$ cat src/rtl/inst_fetch_responder_pkg.sv
// Shared types and constants for the instruction-fetch responder: FSM encodings,
// the buffered request record, the debug view and the address legality check.
package inst_fetch_responder_pkg;

  localparam logic [63:0] PC_START_DEFAULT = 64'h8000_0000;

  localparam logic [1:0] IFR_IDLE = 2'd0;
  localparam logic [1:0] IFR_WAIT = 2'd1;
  localparam logic [1:0] IFR_READ = 2'd2;
  localparam logic [1:0] IFR_RESP = 2'd3;

  // One buffered fetch: the error verdict is taken at push time and travels with the PC.
  typedef struct packed {
    logic        err;
    logic [63:0] addr;
  } fetch_entry_t;

  typedef struct packed {
    logic [1:0] state;
    logic [7:0] wait_cnt;
    logic [7:0] fifo_level;
  } ifr_dbg_t;

  // limit is the first byte address past the RAM (unsigned 64-bit compare).
  function automatic logic fetch_addr_err(input logic [63:0] addr,
                                          input logic [63:0] base,
                                          input logic [63:0] limit);
    return (addr[1:0] != 2'b00) || (addr < base) || (addr >= limit);
  endfunction

endpackage

$ cat src/rtl/inst_fetch_responder_if.sv
// Fetch request/response channels plus the simulation-RAM read port.
// Valid/ready: a transfer happens on a rising clk edge where valid & ready are both 1;
// once raised, valid and its payload stay unchanged until that edge.
interface inst_fetch_responder_if;

  logic        req_valid;
  logic        req_ready;
  logic [63:0] req_addr;

  logic        resp_valid;
  logic        resp_ready;
  logic [31:0] resp_inst;
  logic        resp_err;

  logic        ram_en;
  logic [63:0] ram_ridx;
  logic [63:0] ram_rdata;

  // Environment side: the IF stage and the RAM model.
  modport master (
    output req_valid,
    output req_addr,
    output resp_ready,
    output ram_rdata,
    input  req_ready,
    input  resp_valid,
    input  resp_inst,
    input  resp_err,
    input  ram_en,
    input  ram_ridx
  );

  // Responder side.
  modport slave (
    input  req_valid,
    input  req_addr,
    input  resp_ready,
    input  ram_rdata,
    output req_ready,
    output resp_valid,
    output resp_inst,
    output resp_err,
    output ram_en,
    output ram_ridx
  );

endinterface

$ cat src/rtl/fetch_req_fifo.sv
// In-order request buffer of {err, addr}; pointers carry one extra wrap bit so that
// full and empty are distinguishable when the index bits match.
module fetch_req_fifo
  import inst_fetch_responder_pkg::*;
#(
  parameter int unsigned DEPTH = 4
) (
  input  logic                       clk,
  input  logic                       rst,
  input  logic                       push,
  input  fetch_entry_t               wr_entry,
  input  logic                       pop,
  output fetch_entry_t               head,
  output logic                       full,
  output logic                       empty,
  output logic [$clog2(DEPTH):0]     level
);

  localparam int unsigned AW = $clog2(DEPTH);

  logic [AW:0]  wr_ptr_q, wr_ptr_d;
  logic [AW:0]  rd_ptr_q, rd_ptr_d;
  fetch_entry_t mem_q [DEPTH];
  fetch_entry_t mem_d [DEPTH];

  assign empty = (wr_ptr_q == rd_ptr_q);
  assign full  = (wr_ptr_q[AW] != rd_ptr_q[AW]) &&
                 (wr_ptr_q[AW-1:0] == rd_ptr_q[AW-1:0]);
  assign level = wr_ptr_q - rd_ptr_q;
  assign head  = mem_q[rd_ptr_q[AW-1:0]];

  always_comb begin
    wr_ptr_d = wr_ptr_q;
    rd_ptr_d = rd_ptr_q;
    mem_d    = mem_q;
    if (push && !full) begin
      mem_d[wr_ptr_q[AW-1:0]] = wr_entry;
      wr_ptr_d                = wr_ptr_q + (AW+1)'(1);
    end
    if (pop && !empty) begin
      rd_ptr_d = rd_ptr_q + (AW+1)'(1);
    end
  end

  always_ff @(posedge clk or negedge rst) begin
    if (!rst) begin
      wr_ptr_q <= '0;
      rd_ptr_q <= '0;
    end else begin
      wr_ptr_q <= wr_ptr_d;
      rd_ptr_q <= rd_ptr_d;
    end
  end

  // Storage needs no reset: entries are only read between push and pop.
  always_ff @(posedge clk) begin
    mem_q <= mem_d;
  end

endmodule

$ cat src/rtl/inst_fetch_responder.sv
// Memory-side responder for instruction fetch: buffers PCs, waits RESP_LATENCY cycles,
// reads one 64-bit RAM word and returns the addressed 32-bit lane with an error flag.
module inst_fetch_responder
  import inst_fetch_responder_pkg::*;
#(
  parameter logic [63:0] PC_START     = PC_START_DEFAULT,
  parameter int unsigned MEM_WORDS    = 65536,
  parameter int unsigned FIFO_DEPTH   = 4,
  parameter int unsigned RESP_LATENCY = 2
) (
  input  logic                    clk,
  input  logic                    rst,
  inst_fetch_responder_if.slave   bus,
  output ifr_dbg_t                dbg
);

  localparam int unsigned AW        = $clog2(FIFO_DEPTH);
  localparam logic [63:0] MEM_LIMIT = PC_START + (64'(MEM_WORDS) << 3);
  localparam logic [7:0]  LAT       = 8'(RESP_LATENCY);

  logic         fifo_full;
  logic         fifo_empty;
  logic [AW:0]  fifo_level;
  logic         push;
  logic         pop;
  fetch_entry_t wr_entry;
  fetch_entry_t head;

  logic         ready_en_q, ready_en_d;
  logic [1:0]   state_q, state_d;
  logic [7:0]   cnt_q, cnt_d;
  logic [31:0]  inst_q, inst_d;
  logic         err_q, err_d;
  logic [31:0]  rdata_lane;

  // Held low through reset and for the first edge after release.
  assign ready_en_d    = 1'b1;
  assign bus.req_ready = ready_en_q && !fifo_full;
  assign push          = bus.req_valid && bus.req_ready;

  assign wr_entry.err  = fetch_addr_err(bus.req_addr, PC_START, MEM_LIMIT);
  assign wr_entry.addr = bus.req_addr;

  fetch_req_fifo #(
    .DEPTH (FIFO_DEPTH)
  ) u_fifo (
    .clk      (clk),
    .rst      (rst),
    .push     (push),
    .wr_entry (wr_entry),
    .pop      (pop),
    .head     (head),
    .full     (fifo_full),
    .empty    (fifo_empty),
    .level    (fifo_level)
  );

  assign rdata_lane = head.addr[2] ? bus.ram_rdata[63:32] : bus.ram_rdata[31:0];

  // The RAM read is issued on the last WAIT cycle; the word arrives during READ.
  assign bus.ram_en   = (state_q == IFR_WAIT) && (cnt_q == 8'd0);
  assign bus.ram_ridx = bus.ram_en ? ((head.addr - PC_START) >> 3) : 64'd0;

  assign bus.resp_valid = (state_q == IFR_RESP);
  assign bus.resp_inst  = inst_q;
  assign bus.resp_err   = err_q;

  always_comb begin
    state_d = state_q;
    cnt_d   = cnt_q;
    inst_d  = inst_q;
    err_d   = err_q;
    pop     = 1'b0;
    case (state_q)
      IFR_IDLE: begin
        if (!fifo_empty) begin
          if (head.err) begin
            pop     = 1'b1;
            err_d   = 1'b1;
            inst_d  = 32'h0;
            state_d = IFR_RESP;
          end else begin
            cnt_d   = LAT;
            state_d = IFR_WAIT;
          end
        end
      end
      IFR_WAIT: begin
        if (cnt_q != 8'd0) begin
          cnt_d = cnt_q - 8'd1;
        end else begin
          state_d = IFR_READ;
        end
      end
      IFR_READ: begin
        inst_d  = rdata_lane;
        err_d   = 1'b0;
        pop     = 1'b1;
        state_d = IFR_RESP;
      end
      IFR_RESP: begin
        if (bus.resp_ready) begin
          state_d = IFR_IDLE;
        end
      end
      default: begin
        state_d = IFR_IDLE;
      end
    endcase
  end

  always_ff @(posedge clk or negedge rst) begin
    if (!rst) begin
      ready_en_q <= 1'b0;
      state_q    <= IFR_IDLE;
      cnt_q      <= 8'd0;
      inst_q     <= 32'h0;
      err_q      <= 1'b0;
    end else begin
      ready_en_q <= ready_en_d;
      state_q    <= state_d;
      cnt_q      <= cnt_d;
      inst_q     <= inst_d;
      err_q      <= err_d;
    end
  end

  always_comb begin
    dbg            = '0;
    dbg.state      = state_q;
    dbg.wait_cnt   = cnt_q;
    dbg.fifo_level = 8'(fifo_level);
  end

endmodule
$ cat src/flat_wrapper.sv
// flat-port wrapper written by rule: the top's interface ports become plain ports
module inst_fetch_responder_flat import inst_fetch_responder_pkg::*;
#(
  parameter logic [63:0] PC_START     = PC_START_DEFAULT,
  parameter int unsigned MEM_WORDS    = 65536,
  parameter int unsigned FIFO_DEPTH   = 4,
  parameter int unsigned RESP_LATENCY = 2
)
  (clk, rst, dbg, bus_req_valid, bus_req_addr, bus_resp_ready, bus_ram_rdata, bus_req_ready, bus_resp_valid, bus_resp_inst, bus_resp_err, bus_ram_en, bus_ram_ridx);
  inst_fetch_responder_if bus_i ();
  input  logic clk;
  input  logic rst;
  output ifr_dbg_t dbg;
  input wire logic [$bits(bus_i.req_valid)-1:0] bus_req_valid;
  input wire logic [$bits(bus_i.req_addr)-1:0] bus_req_addr;
  input wire logic [$bits(bus_i.resp_ready)-1:0] bus_resp_ready;
  input wire logic [$bits(bus_i.ram_rdata)-1:0] bus_ram_rdata;
  output wire logic [$bits(bus_i.req_ready)-1:0] bus_req_ready;
  output wire logic [$bits(bus_i.resp_valid)-1:0] bus_resp_valid;
  output wire logic [$bits(bus_i.resp_inst)-1:0] bus_resp_inst;
  output wire logic [$bits(bus_i.resp_err)-1:0] bus_resp_err;
  output wire logic [$bits(bus_i.ram_en)-1:0] bus_ram_en;
  output wire logic [$bits(bus_i.ram_ridx)-1:0] bus_ram_ridx;
  assign bus_i.req_valid = bus_req_valid;
  assign bus_i.req_addr = bus_req_addr;
  assign bus_i.resp_ready = bus_resp_ready;
  assign bus_i.ram_rdata = bus_ram_rdata;
  assign bus_req_ready = bus_i.req_ready;
  assign bus_resp_valid = bus_i.resp_valid;
  assign bus_resp_inst = bus_i.resp_inst;
  assign bus_resp_err = bus_i.resp_err;
  assign bus_ram_en = bus_i.ram_en;
  assign bus_ram_ridx = bus_i.ram_ridx;
  inst_fetch_responder #(.PC_START(PC_START), .MEM_WORDS(MEM_WORDS), .FIFO_DEPTH(FIFO_DEPTH), .RESP_LATENCY(RESP_LATENCY)) u_core (.clk(clk), .rst(rst), .bus(bus_i), .dbg(dbg));
endmodule
$ cat config.mk
export PLATFORM = sky130hd
export DESIGN_NAME = inst_fetch_responder_flat
export DESIGN_NICKNAME = d
export VERILOG_FILES = /design/src/rtl/inst_fetch_responder_pkg.sv /design/src/rtl/inst_fetch_responder_if.sv /design/src/rtl/fetch_req_fifo.sv /design/src/rtl/inst_fetch_responder.sv /design/src/flat_wrapper.sv
export SDC_FILE = /design/constraint.sdc
export NUM_CORES = 1
export LEC_CHECK = 0
export CAP_MARGIN = 20
export CORE_MARGIN = 3
export CORE_UTILIZATION = 56
export CTS_CLUSTER_DIAMETER = 200
export DETAILED_ROUTE_END_ITERATION = 8
export PLACE_DENSITY_LB_ADDON = 0.3
export SKIP_CTS_REPAIR_TIMING = 1
export SLEW_MARGIN = 20
export SYNTH_ARGS = -nofsm -noshare
export SYNTH_HDL_FRONTEND = slang
export SYNTH_SLANG_ARGS = --single-unit
$ cat constraint.sdc
create_clock -name clk -period 7.7 [get_ports clk]
set_input_delay 1.54 -clock clk [delete_from_list [all_inputs] [get_ports clk]]
set_output_delay 1.54 -clock clk [all_outputs]
set_load 0.02 [all_outputs]
# Word-level counts from Yosys, hierarchy flattened
# Index checks and enable logic that the tools add are counted.
[op_classes]
n_shift = 0
add_sub_neg = 5
n_reduce_logical = 20
n_eq_ne = 12
mux = 26
mul = 0
magnitude_cmp = 5
div = 0
n_bitwise = 2
[ops]
columns = ["op", "n"]
rows = [
  ["$bwmux W260", 1],
  ["$mux W65", 3],
  ["$bmux W65 S2", 1],
  ["$demux W65 S2", 1],
  ["$mux W32", 3],
  ["$ge A64 B32 Y1 const B", 1],
  ["$lt A64 B32 Y1 const B", 1],
  ["$pmux W32 S2", 1],
  ["$sub A64 B32 Y64 const B", 1],
  ["$mux W61", 1],
  ["$mux W8", 3],
  ["$pmux W8 S2", 1],
  ["$ne A2 B2 Y1 const B", 5],
  ["$logic_not A8 Y1", 1],
  ["$mux W2", 4],
  ["$pmux W2 S4", 1],
  ["$reduce_bool A8 Y1", 1],
  ["$sub A8 B1 Y8 const B", 1],
  ["$logic_and A1 B1 Y1", 7],
  ["$add A3 B1 Y3 const B", 2],
  ["$ge A3 B3 Y1 const B", 2],
  ["$not A2 Y3", 2],
  ["$reduce_and A3 Y1", 2],
  ["$reduce_bool A2 Y1", 3],
  ["14 further kinds", 21],
]
[totals]
ram_bits = 0
output_inout_bits = 118
regBits = 310
wordCells = 85
in_bits = 132
mem_count = 0
latchBits = 0
mem_bits_ro = 0

# Logic depth before layout (Yosys ltp)
# Gate-level depths: netlist of run 1.
[depth]
depth_word = 8
mapped_depth = 13
ltp_nobuf = 8

# Hierarchy
# A second synthesis of run 1 with hierarchy kept.
[hier_totals]
cells_unflattened = 790
area_unflattened_um2 = 13240.2
[by_module_without_submodules]
columns = ["module", "seq_area_each_um2", "area_per_inst_um2", "cells_per_inst", "instances"]
rows = [
  ["fetch_req_fifo", 7957.6, 9835.7, 383, 1],
  ["inst_fetch_responder", 1101.1, 3404.5, 407, 1],
]

# Worst setup path before layout of run 1
# No wires, ideal clock.
[synth_timing]
kind = "register to register"
start = "register u_core.u_fifo.rd_ptr_q[1]"
end = "register u_core.u_fifo.mem_q[10] (netlist bit) (enable)"
setup_ns = 0.430
arrival_time_ns = 4.213
setup_slack_ns = 3.058
path_stages_with_launch = 11
path_buffers = 5
path_cell_list = "dfrtp_1 -> buf_2 -> buf_2 -> buf_1 -> buf_1 -> buf_1 -> inv_1 -> ha_1 -> nand2_1 -> o21a_1 -> and3_1"
[synth_via]
elab_chain_len = 6
[synth_rtl]
columns = ["element", "line_no", "text"]
rows = [
  ["start, declared", "fetch_req_fifo.sv:22", "logic [AW:0] rd_ptr_q, rd_ptr_d;"],
  ["start signal, assigned", "fetch_req_fifo.sv:51", "rd_ptr_q <= rd_ptr_d;"],
  ["$eq A2 B2 Y1", "fetch_req_fifo.sv:28", "(wr_ptr_q[AW-1:0] == rd_ptr_q[AW-1:0]);"],
  ["$logic_and A1 B1 Y1", "fetch_req_fifo.sv:27", "assign full = (wr_ptr_q[AW] != rd_ptr_q[AW]) &&"],
  ["$logic_not A1 Y1", "inst_fetch_responder.sv:38", "assign bus.req_ready = ready_en_q && !fifo_full;"],
  ["$logic_and A1 B1 Y1", "inst_fetch_responder.sv:38", ""],
  ["named net bus_req_ready", "flat_wrapper.sv:18", "output wire logic [$bits(bus_i.req_ready)-1:0] bus_req_ready;"],
  ["$logic_and A1 B1 Y1", "inst_fetch_responder.sv:39", "assign push = bus.req_valid && bus.req_ready;"],
  ["$logic_and A1 B1 Y1", "fetch_req_fifo.sv:36", "if (push && !full) begin"],
  ["end signal, assigned", "fetch_req_fifo.sv:57", "mem_q <= mem_d;"],
  ["end, declared", "fetch_req_fifo.sv:23", "fetch_entry_t mem_q [DEPTH];"],
]
# The timed path passes the listed nets, and every way through them passes these cells.
# A chain may end at the register's enable or synchronous reset.

# Final worst setup path of run 1
[layout_timing]
start = "register u_core.u_fifo.rd_ptr_q[0]"
end = "output port bus_ram_ridx[59]"
[layout_via]
elab_chain_len = 6
[layout_rtl]
columns = ["element", "line_no", "text"]
rows = [
  ["$not A2 Y3 (not written as such)", "fetch_req_fifo.sv:30", "assign head = mem_q[rd_ptr_q[AW-1:0]];"],
  ["$bmux W65 S2", "fetch_req_fifo.sv:30", ""],
  ["$mux W65 (not written as such) (2 in series)", "fetch_req_fifo.sv:30", ""],
  ["$sub A64 B32 Y64", "inst_fetch_responder.sv:62", "assign bus.ram_ridx = bus.ram_en ? ((head.addr - PC_START) >> 3) : 64'd0;"],
  ["$mux W61", "inst_fetch_responder.sv:62", ""],
  ["end, declared", "flat_wrapper.sv:23", "output wire logic [$bits(bus_i.ram_ridx)-1:0] bus_ram_ridx;"],
]
# Every way passes these cells. The select of a mux whose other input is x is not followed.

==> flow_summary.ini, run 1 <==
[die]
initial_core_util = 0.5727
die_x_um = 158.4
core_sq_um = 22710
dieArea_sq_um = 25090
pin_count = 250
die_y_um = 158.4
std_cell_rows = 55

[global_route]
grt_pass1_wl_um = 44820
track_usage = 0.2323
grt.overflow.total = 0
grt_pass1_vias = 8061
grt_max_degree = 67
antenna_found_initial = 0

[route]
num_vias = 7943
drc = 0
dr.pass1.iters = 5
avgRoutedWirePerCell_um = 22.23
drt-initial-drc-count = 624
wl_um = 29700
avgViaCountPerCell = 5.945
ant_nets = 0

[power_and_ir_drop]
ir_worst_vdd_v = 0.0002204
p_leak_nw = 5.724
internal_power_w = 0.003821
power_switching_w = 0.001858
powerDensity_nw_per_um2 = 340.3
p_total_w = 0.005680
clkPwrFrac = 0.271
p_comb_frac = 0.343
swShare = 0.3272
p_seq_frac = 0.385

[yosys]
ys_types = 54
ys.flop_type = edfxtp_1
synth_edf_count = 252
yosysSeqAreaShare = 0.6780
synth_area_sq_um = 13010
synthCells = 787
synth-seq-cells = 302
async_reset_ff_frac = 0.1656
yosysWarnings = 0
syn_area_per_cell_sq_um = 16.53

[sta]
worst_hold_slack_ps = 472.5
tightest_slew_ps = 1043
max_freq_mhz = 160.0
slew_violations = 0
max_slew_margin = 0.3047
tns_ps = 0
hold_viol = 0
clock_skew_ps = 11.65
setup_viol = 0
period_minus_slack_ps = 6251
rsz0062_at_grt = no
finalCritPeriodShare = 0.8118

[clocking]
cts_tree = done
path_clk_slew_ps = 60
numCtsBuffers = 30
clkSinkCount = 302
cts-root-buf = clkbuf_16
htreeDepth = 1
worstSkewPairLatency_ps = 550
cts_buffer_depth = 3

[critical_path]
r2r_slack_ps = 3850
worstPathMaxFanout = 36
cp-end-kind = output port
r2r_cells = 7
required_ps = 6160
startpoint_type = register
worstPathArrival_ps = 4710
worstReg2RegStart = u_core.u_fifo.rd_ptr_q[1]
worstReg2RegEnd = u_core.u_fifo.mem_q[70]
crit_type = register to output port

[hold_path]
hold_depth = 2
worstHoldStart = u_core.bus.resp_inst[10]
worst_hold_path_type = register to register
min_to = u_core.bus.resp_inst[10]

[layout]
final_common_cell = edfxtp_1
n_antenna_cell = 0
area_growth_pct = 28.31
final_nets = 1173
drive_gt1_frac = 0.1265
final_cell_mix = edfxtp_1 (252), clkdlybuf4s50_1 (240), mux4_2 (58), nand2_1 (56), dfrtp_1 (48)

[job]
max_cap_violations = 0

[placement]
numPortBuffers = 241
dp_hpwl_um = 19310
gp_congestion = 0.8069

[run_status]
status = complete, no violations
## power by group through the flow
stage | Sequential, W | Clock (W) | Combinational (W)
after global placement | 0.00221 | 0 | 0.00191
after floorplan | 0.00220 | 0 | 0.00135
after global routing | 0.00222 | 0.00163 | 0.00210
final | 0.00219 | 0.00154 | 0.00195
after CTS | 0.00219 | 0.00156 | 0.00196
after detailed placement | 0.00222 | 0 | 0.00195
## worst max path at each step
stage | start | end | slack (ps) | cells after the start
floorplan | u_core.u_fifo.rd_ptr_q[1] | u_core.u_fifo.mem_q[10] | 3060 | 10
global placement | u_core.u_fifo.rd_ptr_q[0] | bus_ram_ridx[60] | 2010 | 6
detailed placement | u_core.u_fifo.rd_ptr_q[0] | bus_ram_ridx[59] | 1970 | 6
CTS | u_core.u_fifo.rd_ptr_q[0] | bus_ram_ridx[59] | 1350 | 6
global route | u_core.u_fifo.rd_ptr_q[0] | bus_ram_ridx[58] | 1140 | 6
finish | u_core.u_fifo.rd_ptr_q[0] | bus_ram_ridx[59] | 1450 | 6
## final cells by class
cell class	count	area, sq um
inverters	16	60.06
multi-input cells	429	3928
repair buffers	248	2460
clock inverters	21	271.5
well taps	285	356.6
flip-flops and latches	302	8823
clock buffers	35	789.5
fillers	1423	6021
## flip-flops by register name, indices dropped and copies added (netlist names)
signal                  count
u_core.u_fifo.mem_q       252
u_core.u_fifo.rd_ptr_q      3
u_core.bus.resp_inst       32
u_core.cnt_q                8
u_core.bus.resp_err         1
u_core.state_q              2
u_core.u_fifo.wr_ptr_q      3
u_core.ready_en_q           1
## synthesized netlist by cell type, types with 2 or more instances
library cell	count	share of area
nor4_2	2	0.0019
dfrtp_1	50	0.096
nand2b_1	4	0.0019
buf_4	9	0.0052
xor2_1	11	0.0074
mux4_1	5	0.010
ha_1	13	0.013
buf_6	4	0.0035
nand3b_1	2	0.0012
a31o_2	2	0.0013
or4_1	15	0.0087
o21ai_0	12	0.0046
buf_2	8	0.0031
conb_1	2	0.00058
nor2_1	29	0.0084
and3_1	5	0.0024
mux2_2	3	0.0026
nor3_1	4	0.0015
o31ai_1	45	0.026
buf_1	8	0.0023
nand2_1	57	0.016
or3_1	8	0.0038
a22o_1	2	0.0013
mux4_2	58	0.10
mux2i_1	37	0.028
clkbuf_1	18	0.0052
inv_1	16	0.0046
nor4_1	14	0.0067
nand3_1	8	0.0031
and2_1	28	0.013
nand4b_1	4	0.0027
nand4_1	9	0.0043
a21oi_1	19	0.0073
edfxtp_1	252	0.58
xnor2_1	5	0.0034
## worst max-delay path, stage by stage, from the launching register on
cell             delay, ps
dfrtp_4                820
buf_4                  690
mux4_2                 640
or4_1                  550
nor4_1                 510
mux2i_1                260
clkdlybuf4s50_1        680
## layer usage
layer / up-vias / global-route usage / wire [um]
li1: 3593 / - / -
met1: 3950 / 0.3175 / 11740
met2: 341 / 0.3822 / 14680
met3: 59 / 0.05681 / 2572
met4: 0 / 0.05981 / 720
met5: - / 0 / 0
## cell families (layout without fill, tap and decap cells)
logic type      count (synthesis)  in the layout  share of synthesized area
flops                         302            302                     0.6780
simple gates                  199            199                    0.08543
mux                           103            103                     0.1416
compound gates                 88             88                    0.04570
buf+inv                        63            320                    0.02386
xor+xnor                       16             16                    0.01077
fa+ha+maj                      14             14                    0.01405
other cells                     2              9                  0.0005774
## through the flow
stage          instance area, sq um  cells    util  setup WS [ps]
6_report                      16690   1336  0.7349           1449
3_3_place_gp                  15620   1280  0.6879           2006
4_1_cts                       16680   1336  0.7347           1351
2_1_floorplan                 13030    794       -           3058
3_5_place_dp                  15620   1280  0.6879           1973
5_1_grt                       16690   1336  0.7349           1141
(Power assumes the default switching activity.)
==> inputs of run 2 (changes only) <==
Settings changed: CORE_UTILIZATION 56 to 52.
Clock period 7.7 ns to 6.1 ns, I/O delays scaled along.
==> run 2 against run 1 <==
  * Via count rose by 0.59%
  * Clock power rose by 28%
  * First-iteration DRC count up 12%
  * Hold slack improved by 2.0 ps
  * Cell area increased by 0.61%
  * Die area increased by 7.4%
  * Global-route usage is 0.77 points lower
  * Combinational power grew 29%
  * Flip-flop and latch count stayed put
  * Critical path depth did not move
  * Total power up 27%
  * Register-to-register slack got worse by 1000 ps
  * Critical endpoint is now bus_ram_ridx[57]
  * Largest cell class unchanged
  * Largest power group unchanged
==> flow_summary.ini, run 2 (synthesis results as in run 1) <==
[critical_path]
cp_slowest_cell = dfrtp_4
crit_type = register to output port
slowest_delay_ps = 750
crit_end = bus_ram_ridx[57]
required_ps = 4880
cp-end-kind = output port
cp_cell_sequence = mux4_2, or4_4, nand4bb_4, or4_1, a21oi_1, clkdlybuf4s50_1
worstReg2RegEnd = u_core.u_fifo.mem_q[4]
startpoint = u_core.u_fifo.rd_ptr_q[0]
r2r_slack_ps = 2840
worstPathArrival_ps = 4490
r2r_cells = 6
startpoint_type = register
worstReg2RegStart = u_core.u_fifo.rd_ptr_q[1]
worstPathMaxFanout = 25

[clocking]
worstSkewPairLatency_ps = 560
cts_buffer_depth = 3
numCtsBuffers = 31
cts-root-buf = clkbuf_16
cts_tree = done
clkSinkCount = 302
path_clk_slew_ps = 60
htreeDepth = 1

[global_route]
track_usage = 0.2246
grt_pass1_vias = 8326
grt_pass1_wl_um = 46620
grt_max_degree = 67
antenna_found_initial = 0
grt.overflow.total = 0

[layout]
area_growth_pct = 29.10
largest_reg_flops = 252
largest-register = u_core.u_fifo.mem_q
final_area_sq_um = 16790
num-fill-cells = 1620
n_antenna_cell = 0
drive_gt1_frac = 0.1263
seqCellArea_sq_um = 8823
final_cell_mix = edfxtp_1 (252), clkdlybuf4s50_1 (240), mux4_2 (58), nand2_1 (56), dfrtp_1 (48)
final_common_cell = edfxtp_1
multiInputGateArea_sq_um = 3931
final_nets = 1175

[sta]
tightest_slew_ps = 1035
finalCritPeriodShare = 0.9366
setup_viol = 0
max_slew_margin = 0.3099
clock_skew_ps = 9.153
period_minus_slack_ps = 5713
rsz0062_at_grt = no
tns_ps = 0
hold_viol = 0
setup_slack_ps = 386.5
max_freq_mhz = 175.0
slew_violations = 0

[power_and_ir_drop]
ir_worst_vdd_v = 0.0002941
p_total_w = 0.007235
p_leak_nw = 5.741
powerDensity_nw_per_um2 = 430.9

[die]
pin_count = 250
die_x_um = 164.2
core_sq_um = 24460
die_y_um = 164.2
std_cell_rows = 57
dieArea_sq_um = 26950
initial_core_util = 0.5317

[placement]
numPortBuffers = 241
place_area_sq_um = 15700
gp_congestion = 0.7922
preCtsSetupSlack_ps = 915.7
dp_hpwl_um = 19340

[route]
dr.pass1.iters = 5
num_vias = 7990
drt-initial-drc-count = 700
wl_um = 30310
drc = 0
avgViaCountPerCell = 5.802
ant_nets = 0
avgRoutedWirePerCell_um = 22.01

[hold_path]
worst_hold_path_type = register to register

[run_status]
status = complete, no violations

[job]
max_cap_violations = 0
[run 2: stage by stage]
step	hold slack [ps]	utilization	std cells
6_report	474.4	0.6864	1377
5_1_grt	499.9	0.6864	1377
4_1_cts	478.1	0.6856	1376
3_5_place_dp	464.8	0.6418	1319
3_3_place_gp	459.4	0.6418	1319
2_1_floorplan	461.9	-	794
[run 2: critical path, delay by kind of cell, from the launching register on]
family	cells	cell delay, ps
simple gates	3	1560
flops	1	750
buf+inv	1	660
mux	1	640
compound gates	1	290
[run 2: area by class of cell]
| cell class | instances | share of cell area |
|---|---|---|
| Sequential cell | 302 | 0.5255 |
| Timing Repair Buffer | 249 | 0.1489 |
| Clock buffer | 38 | 0.04776 |
| Clock inverter | 19 | 0.01602 |
| Multi-Input combinational cell | 429 | 0.2341 |
| Tap cell | 324 | 0.02414 |
| Inverter | 16 | 0.003577 |
[run 2: where the power goes]
| part | leakage, nW | switching, W | internal (W) |
|---|---|---|---|
| logic | 2.29 | 0.00140 | 0.00111 |
| registers | 2.94 | 0.000196 | 0.00256 |
| clock network | 0.514 | 0.000773 | 0.00119 |
| total | 5.74 | 0.00237 | 0.00487 |
[run 2: how the worst min path moves through the flow]
stage / from / to / slack, ps / cells past startpoint
floorplan: u_core.u_fifo.wr_ptr_q[2] / u_core.u_fifo.wr_ptr_q[2] / 460 / 1
global placement: u_core.bus.resp_inst[10] / u_core.bus.resp_inst[10] / 460 / 2
detailed placement: u_core.bus.resp_inst[3] / u_core.bus.resp_inst[3] / 460 / 2
CTS: u_core.bus.resp_inst[21] / u_core.bus.resp_inst[21] / 480 / 2
global route: u_core.bus.resp_inst[9] / u_core.bus.resp_inst[9] / 500 / 2
finish: u_core.bus.resp_inst[7] / u_core.bus.resp_inst[7] / 470 / 2
[run 2: metal layers]
layer / track usage / up-vias / part of all wire
met5: 0 / - / 0
met4: 0.06728 / 0 / 0.028
met3: 0.05624 / 58 / 0.081
met2: 0.3739 / 330 / 0.49
met1: 0.2948 / 4012 / 0.40
li1: - / 3590 / -
==> inputs of run 3 (changes only) <==
Settings changed: CORE_MARGIN 3 to default.
==> run 3 against run 2 <==
  * Core utilization decreased by 0.27 points
  * Critical endpoint is now bus_ram_ridx[58]
  * Count of clock-buffer cells in the layout decreased by 5
  * Total power decreased by 3.1%
  * Flip-flop and latch count unchanged
  * Non-clock buffer count increased by 3
  * Clock power decreased by 9.6%
  * Sequential power about the same
  * Fmax decreased by 1.6%
  * Critical path depth unchanged
==> flow_summary.ini, run 3 (synthesis results as in run 1) <==
[layout]
num-fill-cells = 1701
n_antenna_cell = 0
largest-register = u_core.u_fifo.mem_q
multiInputGateArea_sq_um = 3931
area_growth_pct = 28.22
final_common_cell = edfxtp_1
fin_util = 0.6837
final_nets = 1177
drive_gt1_frac = 0.1328
final_cell_mix = edfxtp_1 (252), clkdlybuf4s50_1 (240), mux4_2 (58), nand2_1 (56), dfrtp_1 (48)
largest_reg_flops = 252
seqCellArea_sq_um = 8823

[clocking]
cts_tree = done
path_clk_slew_ps = 60
cts-root-buf = clkbuf_16
htreeDepth = 1
numCtsBuffers = 30
clkSinkCount = 302
cts_buffer_depth = 3
worstSkewPairLatency_ps = 550

[hold_path]
worst_hold_path_type = register to register
min_to = u_core.bus.resp_inst[13]
worstHoldStart = u_core.bus.resp_inst[13]
hold_depth = 2

[placement]
gp_congestion = 0.8200
dp_hpwl_um = 18850
numPortBuffers = 241

[die]
pin_count = 250
core_sq_um = 24390
die_y_um = 160.2
std_cell_rows = 57
dieArea_sq_um = 25650
die_x_um = 160.2
initial_core_util = 0.5332

[job]
max_cap_violations = 0

[critical_path]
startpoint_type = register
crit_type = register to output port
worstPathMaxFanout = 26
r2r_cells = 7
cp-end-kind = output port
worstReg2RegEnd = u_core.u_fifo.mem_q[212]
r2r_slack_ps = 2450
worstReg2RegStart = u_core.u_fifo.rd_ptr_q[1]
required_ps = 4880
worstPathArrival_ps = 4590

[sta]
rsz0062_at_grt = no
finalCritPeriodShare = 0.9518
setup_viol = 0
tightest_slew_ps = 1026
tns_ps = 0
slew_violations = 0
max_freq_mhz = 172.2
clock_skew_ps = 17.29
max_slew_margin = 0.3162
hold_viol = 0
period_minus_slack_ps = 5806

[power_and_ir_drop]
powerDensity_nw_per_um2 = 420.2
ir_worst_vdd_v = 0.0003564
p_leak_nw = 5.679

[global_route]
antenna_found_initial = 1
grt_pass1_vias = 8033
grt.overflow.total = 0
track_usage = 0.2260
grt_pass1_wl_um = 44740
grt_max_degree = 67

[route]
dr.pass1.iters = 5
avgRoutedWirePerCell_um = 20.79
wl_um = 28650
wl_met1_um = 11780
num_vias = 7846
drc = 0
wl_met3_um = 2201
dr_wl_met2_um = 14050
top_layer = met5
avgViaCountPerCell = 5.694
ant_nets = 0
drt-initial-drc-count = 631

[run_status]
status = complete, no violations
-- run 3: worst max-delay path by stage --
stage	start	endpoint	slack [ps]	cells past startpoint
after CTS	u_core.u_fifo.rd_ptr_q[0]	bus_ram_ridx[58]	350	7
after global routing	u_core.u_fifo.rd_ptr_q[0]	bus_ram_ridx[58]	70	7
final	u_core.u_fifo.rd_ptr_q[0]	bus_ram_ridx[58]	290	6
after global placement	u_core.u_fifo.rd_ptr_q[0]	bus_ram_ridx[58]	1010	6
after floorplan	u_core.u_fifo.rd_ptr_q[1]	u_core.u_fifo.mem_q[10]	1460	10
after detailed placement	u_core.u_fifo.rd_ptr_q[0]	bus_ram_ridx[58]	940	7
-- run 3: final cells by class --
type / instances / share of cell area
Tap cell: 324 / 0.02431
Sequential cell: 302 / 0.5291
Clock inverter: 22 / 0.01103
Inverter: 16 / 0.003601
Timing Repair Buffer: 252 / 0.1493
Multi-Input combinational cell: 429 / 0.2357
Clock buffer: 33 / 0.04697
-- run 3: metal layers --
layer | vias up | track usage
met5 | - | 0
met1 | 3910 | 0.3067
met3 | 47 | 0.04701
met2 | 289 | 0.3739
met4 | 2 | 0.05887
li1 | 3598 | -
-- run 3: where the power goes --
part	total, W	internal [W]	switching (W)
clock	0.00178	0.00101	0.000770
sequential	0.00275	0.00256	0.000189
combinational	0.00248	0.00110	0.00138
-- run 3: stage by stage --
stage / hold slack, ps / std cells / instance area, sq um / power [W] / worst slack, ps
after floorplan: 461.9 / 794 / 13030 / 0.004481 / 1458
after global placement: 459.1 / 1323 / 15710 / 0.005227 / 1005
after detailed placement: 465.4 / 1323 / 15710 / 0.005282 / 942.9
after CTS: 479.3 / 1378 / 16670 / 0.007061 / 352.5
after global routing: 493.6 / 1378 / 16680 / 0.007354 / 73.18
final: 472.3 / 1378 / 16680 / 0.007008 / 293.8
-- run 3: critical path: stages, from the launching register on --
cell and delay, ps:
dfrtp_4 760, mux4_2 650, or4_4 600, nand4bb_4 380, or4_1 590, a21oi_1 360
clkdlybuf4s50_1 680
